<file path="config.mk">
export PLATFORM = sky130hd
export DESIGN_NAME = dmem_arbiter
export DESIGN_NICKNAME = d
export VERILOG_FILES = /design/src/rtl/dmem_arb_pkg.sv /design/src/rtl/dmem_arb_pick.sv /design/src/rtl/dmem_arbiter.sv
export SDC_FILE = /design/constraint.sdc
export NUM_CORES = 1
export LEC_CHECK = 0
export BUFFER_PORTS_ARGS = -buffer_cell sky130_fd_sc_hd__buf_2
export CORE_AREA = 4 4 116 118
export CTS_CLUSTER_DIAMETER = 200
export DETAILED_ROUTE_END_ITERATION = 8
export DIE_AREA = 0 0 120 122
export HOLD_SLACK_MARGIN = 0.02
export PLACE_DENSITY = 0.64
export SYNTH_ARGS = -nofsm -noshare
export SYNTH_HDL_FRONTEND = slang
export SYNTH_SLANG_ARGS = --single-unit
</file>
<file path="constraint.sdc">
create_clock -name clk -period 2.3 [get_ports clk]
set_input_delay 0.345 -clock clk [delete_from_list [all_inputs] [get_ports clk]]
set_output_delay 0.345 -clock clk [all_outputs]
set_load 0.01 [all_outputs]
</file>
<file path="src/rtl/dmem_arb_pkg.sv">
// Shared encodings and defaults for the data-memory arbiter and its grant picker.
// Owner/state codes double as the response-routing tag one cycle after a grant.
package dmem_arb_pkg;

  localparam logic [1:0] ST_IDLE  = 2'd0;
  localparam logic [1:0] ST_OWN_A = 2'd1;
  localparam logic [1:0] ST_OWN_B = 2'd2;

  localparam int DEPTH_WORDS_DEF = 64;

  localparam int MAX_BURST_DEF = 4;
  localparam int MAX_BURST_MIN = 1;
  localparam int MAX_BURST_MAX = 15;

endpackage

</file>
<file path="src/rtl/dmem_arb_pick.sv">
// Two-requester grant picker: A has priority, B is forced in after MAX_BURST A grants while waiting.
// Grants are combinational and gated by reset; with DMEM_ARB_STATS_EN it also flags forced B grants.
module dmem_arb_pick
  import dmem_arb_pkg::*;
#(
  parameter int MAX_BURST = MAX_BURST_DEF
) (
  input  logic clk,
  input  logic reset,
  input  logic a_req,
  input  logic b_req,
  output logic a_gnt,
`ifdef DMEM_ARB_STATS_EN
  output logic b_forced,
`endif
  output logic b_gnt
);

  // Out-of-range settings are clamped so the 4-bit counter can always reach the limit.
  localparam int LIM = (MAX_BURST > MAX_BURST_MAX) ? MAX_BURST_MAX :
                       (MAX_BURST < MAX_BURST_MIN) ? MAX_BURST_MIN : MAX_BURST;
  localparam logic [3:0] LIM_V = 4'(LIM);

  logic [3:0] burst_cnt;
  logic       limit_hit;
  logic       force_b;

  assign limit_hit = (burst_cnt == LIM_V);

  always_comb begin
    a_gnt   = 1'b0;
    b_gnt   = 1'b0;
    force_b = 1'b0;
    if (reset) begin
      if (a_req && b_req) begin
        if (limit_hit) begin
          b_gnt   = 1'b1;
          force_b = 1'b1;
        end else begin
          a_gnt = 1'b1;
        end
      end else begin
        a_gnt = a_req;
        b_gnt = b_req;
      end
    end
  end

`ifdef DMEM_ARB_STATS_EN
  assign b_forced = force_b;
`endif

  always_ff @(posedge clk or negedge reset) begin
    if (!reset) begin
      burst_cnt <= 4'd0;
    end else if (b_gnt || !b_req) begin
      burst_cnt <= 4'd0;
    end else if (a_gnt && !limit_hit && !force_b) begin
      burst_cnt <= burst_cnt + 4'd1;
    end
  end

endmodule

</file>
<file path="src/rtl/dmem_arbiter.sv">
// Two-port arbiter for the single-port data memory: comb grant, reads return registered 1 cycle later.
// Ungranted requesters simply hold their request; optional DMEM_ARB_STATS_EN adds contention counters.
module dmem_arbiter
  import dmem_arb_pkg::*;
#(
  parameter int ADDR_W      = 32,
  parameter int DATA_W      = 32,
  parameter int DEPTH_WORDS = DEPTH_WORDS_DEF,
  parameter int MAX_BURST   = MAX_BURST_DEF
) (
  input  logic              clk,
  input  logic              reset,
  input  logic              a_req,
  input  logic              a_we,
  input  logic [ADDR_W-1:0] a_addr,
  input  logic [DATA_W-1:0] a_wdata,
  output logic              a_gnt,
  output logic              a_rvalid,
  output logic [DATA_W-1:0] a_rdata,
  output logic              a_err,
  input  logic              b_req,
  input  logic              b_we,
  input  logic [ADDR_W-1:0] b_addr,
  input  logic [DATA_W-1:0] b_wdata,
  output logic              b_gnt,
  output logic              b_rvalid,
  output logic [DATA_W-1:0] b_rdata,
  output logic              b_err,
  output logic [ADDR_W-1:0] mem_address,
  output logic [DATA_W-1:0] mem_WriteData,
  output logic              mem_MemRead,
  output logic              mem_MemWrite,
  input  logic [DATA_W-1:0] mem_ReadData,
`ifdef DMEM_ARB_STATS_EN
  output logic [15:0]       conflict_cnt,
  output logic [15:0]       b_force_cnt,
`endif
  output logic              busy
);

  logic              gnt_any;
  logic              sel_we;
  logic              in_range;
  logic [ADDR_W-1:0] sel_addr;
  logic [DATA_W-1:0] sel_wdata;
  logic [1:0]        state;
  logic              resp_rd_q;
  logic              resp_err_q;
`ifdef DMEM_ARB_STATS_EN
  logic              b_forced;
`endif

  dmem_arb_pick #(
    .MAX_BURST (MAX_BURST)
  ) u_pick (
    .clk      (clk),
    .reset    (reset),
    .a_req    (a_req),
    .b_req    (b_req),
    .a_gnt    (a_gnt),
`ifdef DMEM_ARB_STATS_EN
    .b_forced (b_forced),
`endif
    .b_gnt    (b_gnt)
  );

  assign busy    = a_req | b_req;
  assign gnt_any = a_gnt | b_gnt;

  always_comb begin
    sel_we    = b_we;
    sel_addr  = b_addr;
    sel_wdata = b_wdata;
    if (a_gnt) begin
      sel_we    = a_we;
      sel_addr  = a_addr;
      sel_wdata = a_wdata;
    end
  end

  assign in_range      = (sel_addr < ADDR_W'(DEPTH_WORDS));
  assign mem_address   = gnt_any ? sel_addr  : '0;
  assign mem_WriteData = gnt_any ? sel_wdata : '0;
  assign mem_MemWrite  = gnt_any &  sel_we & in_range;
  assign mem_MemRead   = gnt_any & ~sel_we & in_range;

  // state records last cycle's owner, so it also tags which port the response belongs to.
  always_ff @(posedge clk or negedge reset) begin
    if (!reset) begin
      state      <= ST_IDLE;
      resp_rd_q  <= 1'b0;
      resp_err_q <= 1'b0;
    end else begin
      state      <= a_gnt ? ST_OWN_A : (b_gnt ? ST_OWN_B : ST_IDLE);
      resp_rd_q  <= gnt_any & ~sel_we;
      resp_err_q <= gnt_any & ~in_range;
    end
  end

  always_ff @(posedge clk or negedge reset) begin
    if (!reset) begin
      a_rdata <= '0;
      b_rdata <= '0;
    end else begin
      if (a_gnt && !a_we) a_rdata <= in_range ? mem_ReadData : '0;
      if (b_gnt && !b_we) b_rdata <= in_range ? mem_ReadData : '0;
    end
  end

  assign a_rvalid = (state == ST_OWN_A) & resp_rd_q;
  assign a_err    = (state == ST_OWN_A) & resp_err_q;
  assign b_rvalid = (state == ST_OWN_B) & resp_rd_q;
  assign b_err    = (state == ST_OWN_B) & resp_err_q;

`ifdef DMEM_ARB_STATS_EN
  always_ff @(posedge clk or negedge reset) begin
    if (!reset) begin
      conflict_cnt <= 16'd0;
      b_force_cnt  <= 16'd0;
    end else begin
      if (a_req && b_req && conflict_cnt != 16'hFFFF) conflict_cnt <= conflict_cnt + 16'd1;
      if (b_forced && b_force_cnt != 16'hFFFF)        b_force_cnt  <= b_force_cnt + 16'd1;
    end
  end
`endif

endmodule
</file>
==> results.toml <==
[worst_setup_path]
crit_arrival_ns = 2.14
critPathCaptureType = "output port"
crit_type = "flop to output port"
cp.required_ns = 1.96
cp_max_fo = 5
cp-start-kind = "flop"
r2r_cells = 18

[status]
violations = "setup timing"
status = "finished, violations left"

[power]
p_per_area_nw_per_um2 = 512
ir_worst_vdd_uv = 296
p_leak_uw = 0.00356

[clock_network]
root_buffer = "clkbuf_16"
cts_sinks = 72
clk_pin_slew_worst_paths_ns = 0.06
clock_path_buffers = 2
htreeDepth = 3
numCtsBuffers = 9
clkLatencyLatePin_ns = 0.33
tritoncts = "built"

[final_layout]
mostFrequentLayoutCells = "buf_2, nand2_1, dfrtp_1, a21oi_1, o21ai_1"
fillers = 1241
post-route-cell-area_sq_um = 6650
drive_gt1_share_pct = 45.7
nNetsFinal = 1050
n_antenna_cell = 0
finalNonFillerCells = 1059
final_common_cell = "buf_2"
fin_util_pct = 53.3
area_growth_pct = 59.1

[synth]
ys_async_sr_fraction_pct = 100
synthCells = 563
synth_top_area_cell = "dfrtp_1"
ys_types = 37
ys.flop_type = "dfrtp_1"
synth_edf_count = 0
yosysWarnings = 0
synth_area_leaders = "dfrtp_1, nand2_1, a21oi_1"
avgSynthCellArea_sq_um = 7.42
syn-cell-area_sq_um = 4180
synth_seq_cells = 72
yosysSeqAreaShare_pct = 43.1
synth_top_area_share_pct = 43.1
syn_nets = 731

[timing]
tightest_slew_ns = 0.944
fin_crit_ns = 2.48
finalHoldViolations = 0
tns_ns = -7.85
fin_skew_ns = 0.00648
slew_violations = 0
clock.fmax_mhz = 403
max-slew-margin-rel_pct = 37.1
rsz0062_at_grt = "yes"
finalSetupViolations = 67
post-route-period-util_pct = 108
worst_slack_ns = -0.183

[route]
vias_per_cell = 4.88
drt-initial-drc-count = 447
drt.antenna.violating_nets = 0
drt-total-wl_um = 17600
wl_per_cell_um = 16.6
vias = 5164
post-route-drc-count = 0
first_pass_iters = 5

[die]
pin_count = 303
core_sq_um = 12500
rows = 41
die_w_um = 120
die_area_sq_um = 14600
initial_core_util_pct = 33.5
die_h_um = 122

[placement]
dp.cells = 1017
port_buffers = 302
hpwl_um = 12800
place.gp.congestion = 0.898
dpl-instance-area_sq_um = 5890

[global_routing]
grt_use_total_pct = 22.2
grt_max_degree = 77
grt_pass1_vias = 4771
grt_pass1_wl_um = 25600
antenna_found_initial = 0
grt_overflow = 0

[flow_run]
maxCapViolCount = 0

[hold_path]
holdPathStages = 2
hp-class = "primary input to flop"
stage by stage:
stage | hold WS [ns] | power (uW) | setup WS, ns
floorplan | 0.0494 | 1550 | 0.239
global placement | 0.151 | 1880 | -0.0691
detailed placement | 0.151 | 1870 | -0.0660
CTS | 0.205 | 3390 | -0.191
global route | 0.246 | 3540 | -0.246
finish | 0.240 | 3410 | -0.183
metal layers:
layer  global-route usage, %  share of wire (%)  routed length [um]  up-vias
met3                    4.87                9.1                1600       38
li1                        -                  -                   -     2489
met5                       0                  0                   0        -
met2                    37.1                 50                8740      277
met4                    8.45                2.6                 455        0
met1                    28.1                 39                6790     2360
worst paths after layout:
check                                          from                   to  slack [ns]
worst max-delay path            u_pick.burst_cnt[0]          mem_MemRead       -0.18
worst min-delay path                          a_req             state[1]        0.24
worst max register to register  u_pick.burst_cnt[1]  u_pick.burst_cnt[1]       -0.10
worst min register to register          a_rdata[18]          a_rdata[18]        0.47
max in group asynchronous                     reset          b_rdata[15]        1.38
min in group asynchronous                     reset           resp_err_q        0.29
synth_stat cells (all sizes together) (2+ instances only):
master and instances:
inv 3, xor2 2, nor2 8, and3b 4, a21oi 66, dfrtp 72
nand2b 2, buf 27, nor3 3, clkbuf 16, nand2 264, and2 2
nor4 11, or2 2, nand4 3, ha 2, o21ai 66
logic make-up after synthesis:
logic type      synth area share (%)
xor+xnor                       0.629
flops                           43.1
buf+inv                         7.12
compound gates                  17.7
mux                            0.239
fa+ha+maj                      0.599
simple gates                    30.6
final cells by class:
type | instances | area, sq um | share of cell area [%]
inverter | 3 | 16.3 | 0.245
clock inverter | 4 | 51.3 | 0.771
clock buffer | 12 | 267 | 4.01
sequential | 72 | 1800 | 27.1
tap | 172 | 215 | 3.24
multi-input combinational | 445 | 2160 | 32.4
timing repair buffer | 351 | 2140 | 32.2
state kept, by name (all words and copies together) (netlist names):
signal and count:
a_rdata 32, b_rdata 32, u_pick.burst_cnt 4, state 2
resp_err_q 1, resp_rd_q 1
worst max-delay path, stage by stage, from the launching register on:
cell and delay, ns:
dfrtp_1 0.38, inv_1 0.11, ha_4 0.15, and4b_4 0.23, or2_4 0.20, buf_6 0.14, mux2i_4 0.22, and2b_1 0.15
and2_1 0.11, buf_2 0.13
repair_timing:
item | 4_1_cts | 5_1_grt
gates cloned | 2 | 4
hold buffers | 1 | 0
resized for setup | 25 | 12
pin swaps | 7 | 5
endpoints found under the hold margin | 1 | 0
setup buffers | 18 | 2
endpoints found under the setup margin | 67 | 67
report_power, final:
| group | total [uW] | switching, uW | leakage (uW) | internal [uW] |
|---|---|---|---|---|
| clock network | 1450 | 520 | 0.000155 | 928 |
| registers | 1280 | 4.32 | 0.00100 | 1270 |
| logic | 681 | 368 | 0.00240 | 313 |
| total | 3410 | 893 | 0.00356 | 2510 |
Power figures use the tool's default switching activity.
